**src/rtl/regfile_preloader.sv**
```systemverilog
// Register-file preloader.
// Sits on the processor's regfile write port. While idle it forwards processor writes untouched.
// On start it stalls the processor, optionally zero-clears r1..r(NUM_REGS-1), then writes a
// valid/ready stream of (register, value) pairs into the regfile, one entry per cycle.
module regfile_preloader #(
  parameter bit          CLEAR_ON_START = 1'b1,
  parameter int unsigned NUM_REGS       = 32
) (
  input  logic        clock,
  input  logic        reset,
  // Preload control
  input  logic        start,
  // Preload stream
  input  logic        in_valid,
  output logic        in_ready,
  input  logic [4:0]  in_reg,
  input  logic [31:0] in_data,
  input  logic        in_last,
  // Processor write port
  input  logic        cpu_we,
  input  logic [4:0]  cpu_rd,
  input  logic [31:0] cpu_data,
  // Regfile write port
  output logic        rf_we,
  output logic [4:0]  rf_rd,
  output logic [31:0] rf_data,
  // Status
  output logic        cpu_hold,
  output logic        busy,
  output logic        done,
  output logic [5:0]  load_count
);

  // Highest architectural register touched by the clear sweep.
  localparam logic [4:0] LastReg  = 5'(NUM_REGS - 1);
  localparam logic [5:0] CountMax = 6'd63;

  typedef enum logic [1:0] {
    StIdle,
    StClear,
    StLoad,
    StDrain
  } state_e;

  state_e      state_q, state_d;

  // Clear sweep pointer: the register whose zero write is issued this cycle.
  logic [4:0]  clr_cnt_q, clr_cnt_d;

  // Registered regfile write; presented on rf_* one cycle after it is issued.
  logic        wr_we_q, wr_we_d;
  logic [4:0]  wr_rd_q, wr_rd_d;
  logic [31:0] wr_data_q, wr_data_d;

  // Stream entries written this preload (r0 entries excluded).
  logic [5:0]  cnt_q, cnt_d;

  logic        in_load;
  logic        handshake;
  logic        entry_counts;

  assign in_load      = (state_q == StLoad);
  assign handshake    = in_load & in_valid;
  // r0 is hardwired in the regfile; such entries are consumed but neither written nor counted.
  assign entry_counts = (in_reg != 5'd0);

  // State, sweep pointer, write register and entry counter.
  always_ff @(posedge clock or posedge reset) begin
    if (reset) begin
      state_q   <= StIdle;
      clr_cnt_q <= 5'd0;
      wr_we_q   <= 1'b0;
      wr_rd_q   <= 5'd0;
      wr_data_q <= 32'd0;
      cnt_q     <= 6'd0;
    end else begin
      state_q   <= state_d;
      clr_cnt_q <= clr_cnt_d;
      wr_we_q   <= wr_we_d;
      wr_rd_q   <= wr_rd_d;
      wr_data_q <= wr_data_d;
      cnt_q     <= cnt_d;
    end
  end

  // Next-state logic; a write is issued only from CLEAR or from a LOAD handshake.
  always_comb begin
    state_d   = state_q;
    clr_cnt_d = clr_cnt_q;
    wr_we_d   = 1'b0;
    wr_rd_d   = wr_rd_q;
    wr_data_d = wr_data_q;
    cnt_d     = cnt_q;

    unique case (state_q)
      StIdle: begin
        if (start) begin
          cnt_d     = 6'd0;
          clr_cnt_d = 5'd1;
          state_d   = CLEAR_ON_START ? StClear : StLoad;
        end
      end

      StClear: begin
        wr_we_d   = 1'b1;
        wr_rd_d   = clr_cnt_q;
        wr_data_d = 32'd0;
        if (clr_cnt_q == LastReg) begin
          state_d = StLoad;
        end else begin
          clr_cnt_d = clr_cnt_q + 5'd1;
        end
      end

      StLoad: begin
        if (handshake) begin
          wr_we_d   = entry_counts;
          wr_rd_d   = in_reg;
          wr_data_d = in_data;
          if (entry_counts && (cnt_q != CountMax)) begin
            cnt_d = cnt_q + 6'd1;
          end
          if (in_last) begin
            state_d = StDrain;
          end
        end
      end

      // The final registered write is on rf_* now; nothing new is issued.
      StDrain: begin
        state_d = StIdle;
      end

      default: begin
        state_d = StIdle;
      end
    endcase
  end

  // Status outputs and the regfile port mux: passthrough only while idle.
  always_comb begin
    busy       = (state_q != StIdle);
    cpu_hold   = busy;
    in_ready   = in_load;
    done       = (state_q == StDrain);
    load_count = cnt_q;
    if (busy) begin
      rf_we   = wr_we_q;
      rf_rd   = wr_rd_q;
      rf_data = wr_data_q;
    end else begin
      rf_we   = cpu_we;
      rf_rd   = cpu_rd;
      rf_data = cpu_data;
    end
  end

endmodule
```
**config.mk**
```make
export PLATFORM = sky130hd
export DESIGN_NAME = regfile_preloader
export DESIGN_NICKNAME = d
export VERILOG_FILES = /design/src/rtl/regfile_preloader.sv
export SDC_FILE = /design/constraint.sdc
export NUM_CORES = 1
export LEC_CHECK = 0
export CAP_MARGIN = 0
export CORE_MARGIN = 1.5
export CORE_UTILIZATION = 42
export CTS_CLUSTER_DIAMETER = 100
export DETAILED_ROUTE_END_ITERATION = 16
export GPL_TIMING_DRIVEN = 0
export PLACE_DENSITY = 0.91
export SKIP_LAST_GASP = 1
export SYNTH_ARGS = -nofsm -noshare
export SYNTH_HDL_FRONTEND = slang
export SYNTH_SLANG_ARGS = --single-unit
```
**constraint.sdc**
```tcl
create_clock -name clock -period 2.4 [get_ports clock]
set_input_delay 0.24 -clock clock [delete_from_list [all_inputs] [get_ports clock]]
set_output_delay 0.24 -clock clock [all_outputs]
set_load 0.01 [all_outputs]
```
# Yosys cells after proc, flatten, opt, wreduce, memory -nomap -nowiden
# Cells that the tools add are included.
dict set report totals {
  word_cells 52
  output_inout_bits 48
  reg_bits 51
}
dict set report classes {
  muxes 21
  eq_ne 11
  bitwise_logic 1
  n_addsub 2
  reduce_logical 11
}
# cell count
set ops {}
lappend ops {{2-to-1 mux 32 bit} 2}
lappend ops {{one-hot mux 32 bit (2 select lines)} 1}
lappend ops {{2-to-1 mux 5 bit} 4}
lappend ops {{one-hot mux 5 bit (2 select lines)} 2}
lappend ops {{2-to-1 mux 6 bit} 3}
lappend ops {{one-hot mux 6 bit (2 select lines)} 1}
lappend ops {{2-to-1 mux 2 bit} 4}
lappend ops {{inequality test 2 bit (second input constant)} 4}
lappend ops {{one-hot mux 2 bit (4 select lines)} 1}
lappend ops {{AND reduction 4 bit} 2}
lappend ops {{nonzero test 2 bit} 4}
lappend ops {{adder 6 x 1 -> 6 bit (second input constant)} 1}
lappend ops {{inequality test 6 bit (second input constant)} 1}
lappend ops {{adder 5 x 1 -> 5 bit (second input constant)} 1}
lappend ops {{equality test 5 bit (second input constant)} 1}
lappend ops {{nonzero test 5 bit} 1}
lappend ops {{equality test 2 bit (second input constant)} 2}
lappend ops {{inequality test 2 x 1 -> 1 bit (second input constant)} 2}
lappend ops {{AND reduction 3 bit} 1}
lappend ops {{equality test 2 x 1 -> 1 bit (second input constant)} 1}
lappend ops {{logical NOT 2 bit} 1}
lappend ops {{2-to-1 mux 1 bit} 2}
lappend ops {{one-hot mux 1 bit (2 select lines)} 1}
lappend ops {{AND reduction 2 bit} 1}
lappend ops {{2 further kinds} 2}

# Longest topological paths before layout
# Gate-level depths: netlist of the first run.
dict set report logic_depth {
  depth_word 5
  depth_mapped 9
}

# Worst setup path before layout of the first run
# Ideal clock, no wire load.
dict set report synth_path {
  path_kind {register to output}
  start {register state_q[0]}
  end {output port rf_data[0]}
  path_slack_ns 0.436
  arrival_time_ns 1.724
  stages_incl_launch_ff 6
  t_required_ns 2.160
  cell_sequence {dfrtp_1 inv_1 ha_1 clkbuf_1 buf_1 mux2_2}
}
dict set report synth_via {
  elab_chain_len 2
}
# element line
set synth_lines {}
lappend synth_lines {{start, declared} 45} ;# state_e state_q, state_d;
lappend synth_lines {{start signal, assigned} 70} ;# state_q <= StIdle;
lappend synth_lines {{start signal, assigned} 77} ;# state_q <= state_d;
lappend synth_lines {{nonzero test 2 bit} 142} ;# busy = (state_q != StIdle);
lappend synth_lines {{2-to-1 mux 32 bit} 147} ;# if (busy) begin
lappend synth_lines {{end, declared} 26} ;# output logic [31:0] rf_data,
# Every way passes these cells.

# Worst setup path after layout of the first run
dict set report layout_path {
  start {register state_q[1]}
  end {output port rf_rd[4]}
}
dict set report layout_via {
  elab_chain_len 2
}
# element line
set layout_lines {}
lappend layout_lines {{nonzero test 2 bit} 142}
lappend layout_lines {{2-to-1 mux 5 bit} 147}
lappend layout_lines {{end, declared} 25} ;# output logic [4:0] rf_rd,
# Every way passes these cells.

==> run summary, run 1 <==
reg2reg start = state_q[1]$_DFFE_PP0P_
total global routing overflow = 0
site row count = 29
CTS H-tree lvls = 2
RSZ-0062 raised after global routing = no
# placed instances = 464
placed instance area = 0.00419 sq mm
# clock sinks = 51
vias per cell = 5.55
first-pass GRT wire length = 13.9 mm
Critical path destination = rf_rd[4]
WL final = 8.85 mm
fmax = 439 MHz
register area share after synthesis = 45.6%
crit-path max FO = 10
worst slew pin tran = 0.492 ns
met2 Use GR = 44.7%
Inserted Clock Buffers = 5
flop2flop setup slack = 0.14 ns
final hold vios = 0
r2r endpoint = wr_data_q[0]$_DFFE_PP0P_
leak pwr = 0.00207 uW
syn_area_per_cell = 10.8 sq um
register bit total from synthesis = 51
GRT Util Overall = 24.6%
Setup TNS Final = 0 ns
crit path from = state_q[1]$_DFFE_PP0P_
die area = 0.00716 sq mm
Worst path max stage delay = 0.49 ns
slew margin rel. = 67.2%
DRT iter0 DRCs = 101
core area = 0.00639 sq mm
Avg WL per Cell = 18.7 um
CTS Root Cell = clkbuf_8
# setup viols final = 0
status = finished, final reports clean
Ys Warns = 0
Reg clk slew, reported paths = 0.09 ns
mapped cell area = 0.00280 sq mm
Critical Path RT = 2.16 ns
number of antenna repair diodes = 0
Post-synth top flop = dfrtp_1
CP Depth = 5
Vias = 2630
Clock Path Buffers = 2
PD cells = 1230 mW/mm^2
fillers = 511
Worst EP arrival = 2.04 ns
Fin Clk Skew = 0.00450 ns
Max-cap violations = 0
critical path class = reg2out
clock latency on the worst-skew pair = 0.30 ns
Design Area, Final = 0.00433 sq mm
startpoint type of the worst setup path = flop
CTS tree = done
Crit-path slowest cell = clkdlybuf4s50_1
Ports = 128
Multi-input gate area = 0.00141 sq mm
routing usage on met3 = 4.13%
Synth Instances = 259
initial antenna violation count = 0
Detailed Routing Iterations Pass 1 = 4
Post-synth EDFFs = 0
Starting Density = 43.8%
GP Congestion = 0.889
vias in the first global route = 2765
synth unique cells = 40
Antenna Nets Post-Route = 0
nets = 484
Tcrit/Tclk final = 94.9%
DPL Wire Length = 6.66 mm
final cell count without fillers = 474
Final Max Tran Viols = 0
met1 global-route usage = 30.1%
busiest grt layer = met2
largest net degree at the start of global routing = 41
Async SR Flop Fraction = 100%
DRC Markers = 0
Buffers on Ports = 127
buffers and inverters on the worst path = 3
Critical Path End Type = output port
FF-to-FF path depth = 7
crit-path leading delay family = buffers and inverters
DIE WIDTH = 84.6 um
crit path cell chain = inv_2 -> ha_2 -> clkbuf_16 -> mux2_2 -> clkdlybuf4s50_1
HP Class = in2async
Reg area = 0.00128 sq mm
share of cells above drive strength 1 = 15.6%
final worst path period need = 2.28 ns
Hold Buf Count CTS = 0
syn_nets = 347
Die H = 84.6 um
Worst VDD drop = 0.774 mV
Area Overhead vs Synth = 54.9%
## cells in the mapped netlist (all sizes together), types with 2 or more instances
cell	n	area (sq um)
a31oi	4	25.0
nand2b	2	12.5
a21oi	14	70.1
o211ai	2	15.0
ha	8	100
nor3	6	30.0
clkbuf	13	48.8
and2	2	15.0
inv	6	22.5
nand2	24	90.1
o21a	2	22.5
mux2i	6	60.1
o21ai	14	70.1
nand3	4	20.0
nor3b	2	15.0
mux2	38	428
nor2	5	18.8
a21o	2	15.0
a22o	33	289
dfrtp	51	1280
buf	7	38.8
## cells in the final DEF (no fill, tap or decap), drive strengths merged
cell	n
a21o	2
a21oi	14
a221oi	1
a22o	33
a22oi	1
a31oi	4
and2	2
and3	1
and3b	1
and4	1
buf	10
clkbuf	20
clkdlybuf4s50	93
clkinv	2
dfrtp	51
dlygate4sd2	25
dlymetal6s2s	9
ha	8
inv	6
mux2	38
mux2i	6
nand2	24
nand2b	2
nand3	4
nand3b	1
nand4b	1
nor2	5
nor3	6
nor3b	2
o211ai	2
o21a	2
o21ai	14
o21bai	1
o221ai	1
o311ai	1
o32a	1
o41ai	1
or4	1
## worst min-delay path by stage
stage	end	slack, ns	cells past startpoint
3_5_place_dp	wr_rd_q[4]$_DFFE_PP0P_	0.47	2
5_1_grt	wr_data_q[3]$_DFFE_PP0P_	0.20	2
6_report	wr_data_q[3]$_DFFE_PP0P_	0.19	2
4_1_cts	wr_data_q[3]$_DFFE_PP0P_	0.18	2
2_1_floorplan	wr_data_q[0]$_DFFE_PP0P_	0.38	1
3_3_place_gp	wr_rd_q[4]$_DFFE_PP0P_	0.46	2
## area by class of cell
cell class / count / area share [%]
multi-input cells: 181 / 32.5
repair buffers: 130 / 29.9
flip-flops and latches: 51 / 29.4
plain buffers: 20 / 3.38
well taps: 77 / 2.22
clock buffers: 7 / 1.76
inverters: 7 / 0.606
clock inverters: 1 / 0.115
## power breakdown
part	switching [uW]	leakage (uW)	internal (uW)	total, uW
sequential	317	0.000672	1260	1580
clock	279	0.0000422	205	485
combinational	1520	0.00135	1760	3280
total	2120	0.00207	3230	5350
## logic make-up (layout without fill, tap and decap cells)
logic type	after synthesis	after routing	synth area share, %
compound gates	78	78	20.3
fa+ha+maj	8	8	3.58
buf+inv	27	165	4.07
flops	51	51	45.6
mux	44	44	17.4
simple gates	51	51	9.03
## per-stage QoR
step	worst slack (ns)	hold slack (ns)	util, %	total power, uW
finish	0.122	0.186	67.9	5350
CTS	-0.00337	0.181	67.5	5370
global route	0.0122	0.202	67.9	5670
detailed placement	-0.486	0.472	65.5	4920
floorplan	0.436	0.380	-	3370
global placement	-0.483	0.461	65.2	4770
## timing repair
item	CTS	global route
endpoints found under the setup margin	38	9
cloned	0	0
resized for setup	45	10
buffers inserted	2	0
## per-layer routing
metal / vias to the layer above / wire, um
li1: 1234 / -
met1: 1287 / 3530
met2: 93 / 4710
met3: 16 / 417
met4: 0 / 192
met5: - / 0
## registers in the layout, indices dropped and copies added, names as in the netlist
register    cells
state_q         2
load_count      6
wr_we_q         1
clr_cnt_q       5
wr_rd_q         5
wr_data_q      32
No activity file was read; power rests on OpenSTA's default activity.
==> inputs of run 2 (changes only) <==
--- a/config.mk
+++ b/config.mk
@@ -6,6 +6,7 @@
 export NUM_CORES = 1
 export LEC_CHECK = 0
 export CAP_MARGIN = 0
+export CORE_ASPECT_RATIO = 1.2
 export CORE_MARGIN = 1.5
 export CORE_UTILIZATION = 42
 export CTS_CLUSTER_DIAMETER = 100
==> run summary, run 2 (synthesized netlist as in run 1, its figures left out) <==
Worst VDD drop = 0.692 mV
PD cells = 1230 mW/mm^2
clock latency on the worst-skew pair = 0.32 ns
RSZ-0062 raised after global routing = no
Detailed Routing Iterations Pass 1 = 4
worst slack, placed = -0.452 ns
HP Class = in2async
fin worst setup slack = 0.159 ns
vias per cell = 5.50
Fin Clk Skew = 0.0121 ns
GP Congestion = 0.918
# clock sinks = 51
number of antenna repair diodes = 0
DPL Wire Length = 6.34 mm
DRT iter0 DRCs = 169
vias in the first global route = 2681
# placed instances = 472
Reg clk slew, reported paths = 0.11 ns
initial antenna violation count = 0
leak pwr = 0.00216 uW
CTS tree = done
Buffers on Ports = 127
share of cells above drive strength 1 = 16.4%
nets = 484
CTS Root Cell = clkbuf_8
critical path class = reg2out
DIE WIDTH = 77.5 um
most common cell after layout, fill and taps aside = clkdlybuf4s50_1
Biggest register = wr_data_q
total global routing overflow = 0
final cell count without fillers = 482
Power Total = 5410 uW
WL final = 8.28 mm
Vias = 2652
Max-cap violations = 0
Hold Buf Count CTS = 0
die area = 0.00716 sq mm
slew margin rel. = 67.1%
Ports = 128
Critical Path End Type = output port
Final Max Tran Viols = 0
fmax = 446 MHz
crit-path max FO = 10
Clock Path Buffers = 2
Critical Path RT = 2.16 ns
final hold vios = 0
Die H = 92.4 um
Inserted Clock Buffers = 5
Worst EP arrival = 2.00 ns
largest net degree at the start of global routing = 31
site row count = 32
status = finished, final reports clean
Antenna Nets Post-Route = 0
Area Overhead vs Synth = 57.1%
startpoint type of the worst setup path = flop
commonest cells after routing, fill and taps aside = clkdlybuf4s50_1 (93), dfrtp_1 (51), mux2_2 (38)
Avg WL per Cell = 17.2 um
DRC Markers = 0
final worst path period need = 2.24 ns
worst slew pin tran = 0.494 ns
CTS H-tree lvls = 2
Final Util = 68.2%
# setup viols final = 0
first-pass GRT wire length = 13.5 mm
core area = 0.00645 sq mm
Largest register FFs = 32
hold_ws = 0.258 ns
GRT Util Overall = 24.3%
Tcrit/Tclk final = 93.4%
Starting Density = 43.4%
[run 2: changes by cell type in the layout (fill, tap and decap cells not counted), sizes merged]
cell,delta
dlymetal6s2s,+8
inv,+2
clkbuf,-2
dlygate4sd2,-8
[run 2: final timing paths]
| path | startpoint | to | slack [ns] | cells after the start |
|---|---|---|---|---|
| max | state_q[1]$_DFFE_PP0P_ | rf_data[31] | 0.16 | 5 |
| max in group asynchronous | reset | wr_data_q[30]$_DFFE_PP0P_ | 1.61 | 3 |
| max reg2reg | state_q[0]$_DFFE_PP0P_ | wr_data_q[30]$_DFFE_PP0P_ | 0.25 | 7 |
| min reg2reg | wr_rd_q[0]$_DFFE_PP0P_ | wr_rd_q[0]$_DFFE_PP0P_ | 0.51 | 2 |
| min in group clock | wr_rd_q[0]$_DFFE_PP0P_ | wr_rd_q[0]$_DFFE_PP0P_ | 0.51 | 2 |
| min | reset | wr_data_q[31]$_DFFE_PP0P_ | 0.26 | 2 |
[run 2: worst max-delay path, stage by stage (launching register included)]
cell and delay [ns]:
dfrtp_1 0.40, inv_2 0.11, ha_4 0.16, clkbuf_16 0.17, mux2_2 0.34, clkdlybuf4s50_1 0.50
[run 2: layout make-up]
cell class	instances	area, sq um
fillers	456	2050
inverters	7	26.3
multi-input cells	181	1420
well taps	85	106
plain buffers	20	143
flip-flops and latches	51	1280
clock inverters	3	22.5
repair buffers	130	1330
clock buffers	5	68.8
[run 2: per-stage QoR]
stage,cell area [sq um],TNS (ns)
after floorplan,2800,0
after global placement,4180,-12.65
after detailed placement,4200,-14.14
after CTS,4340,-0.328
after global routing,4390,0
final,4390,0
[run 2: metal layers]
metal | track usage (%) | wire length [um]
met3 | 7.39 | 731
met5 | 0 | 0
met2 | 42.0 | 4260
met4 | 8.33 | 123
met1 | 28.6 | 3160
[run 2: power by group]
part	switching [uW]	internal (uW)
combinational	1520	1800
sequential	302	1260
clock	320	212
total	2140	3270
[run 2: repair_timing]
action / in CTS / in global routing
endpoints found under the hold margin: 0 / 0
pin swaps: 1 / 0
setup buffers: 2 / 0
endpoints found under the setup margin: 38 / 52
resized for setup: 35 / 21
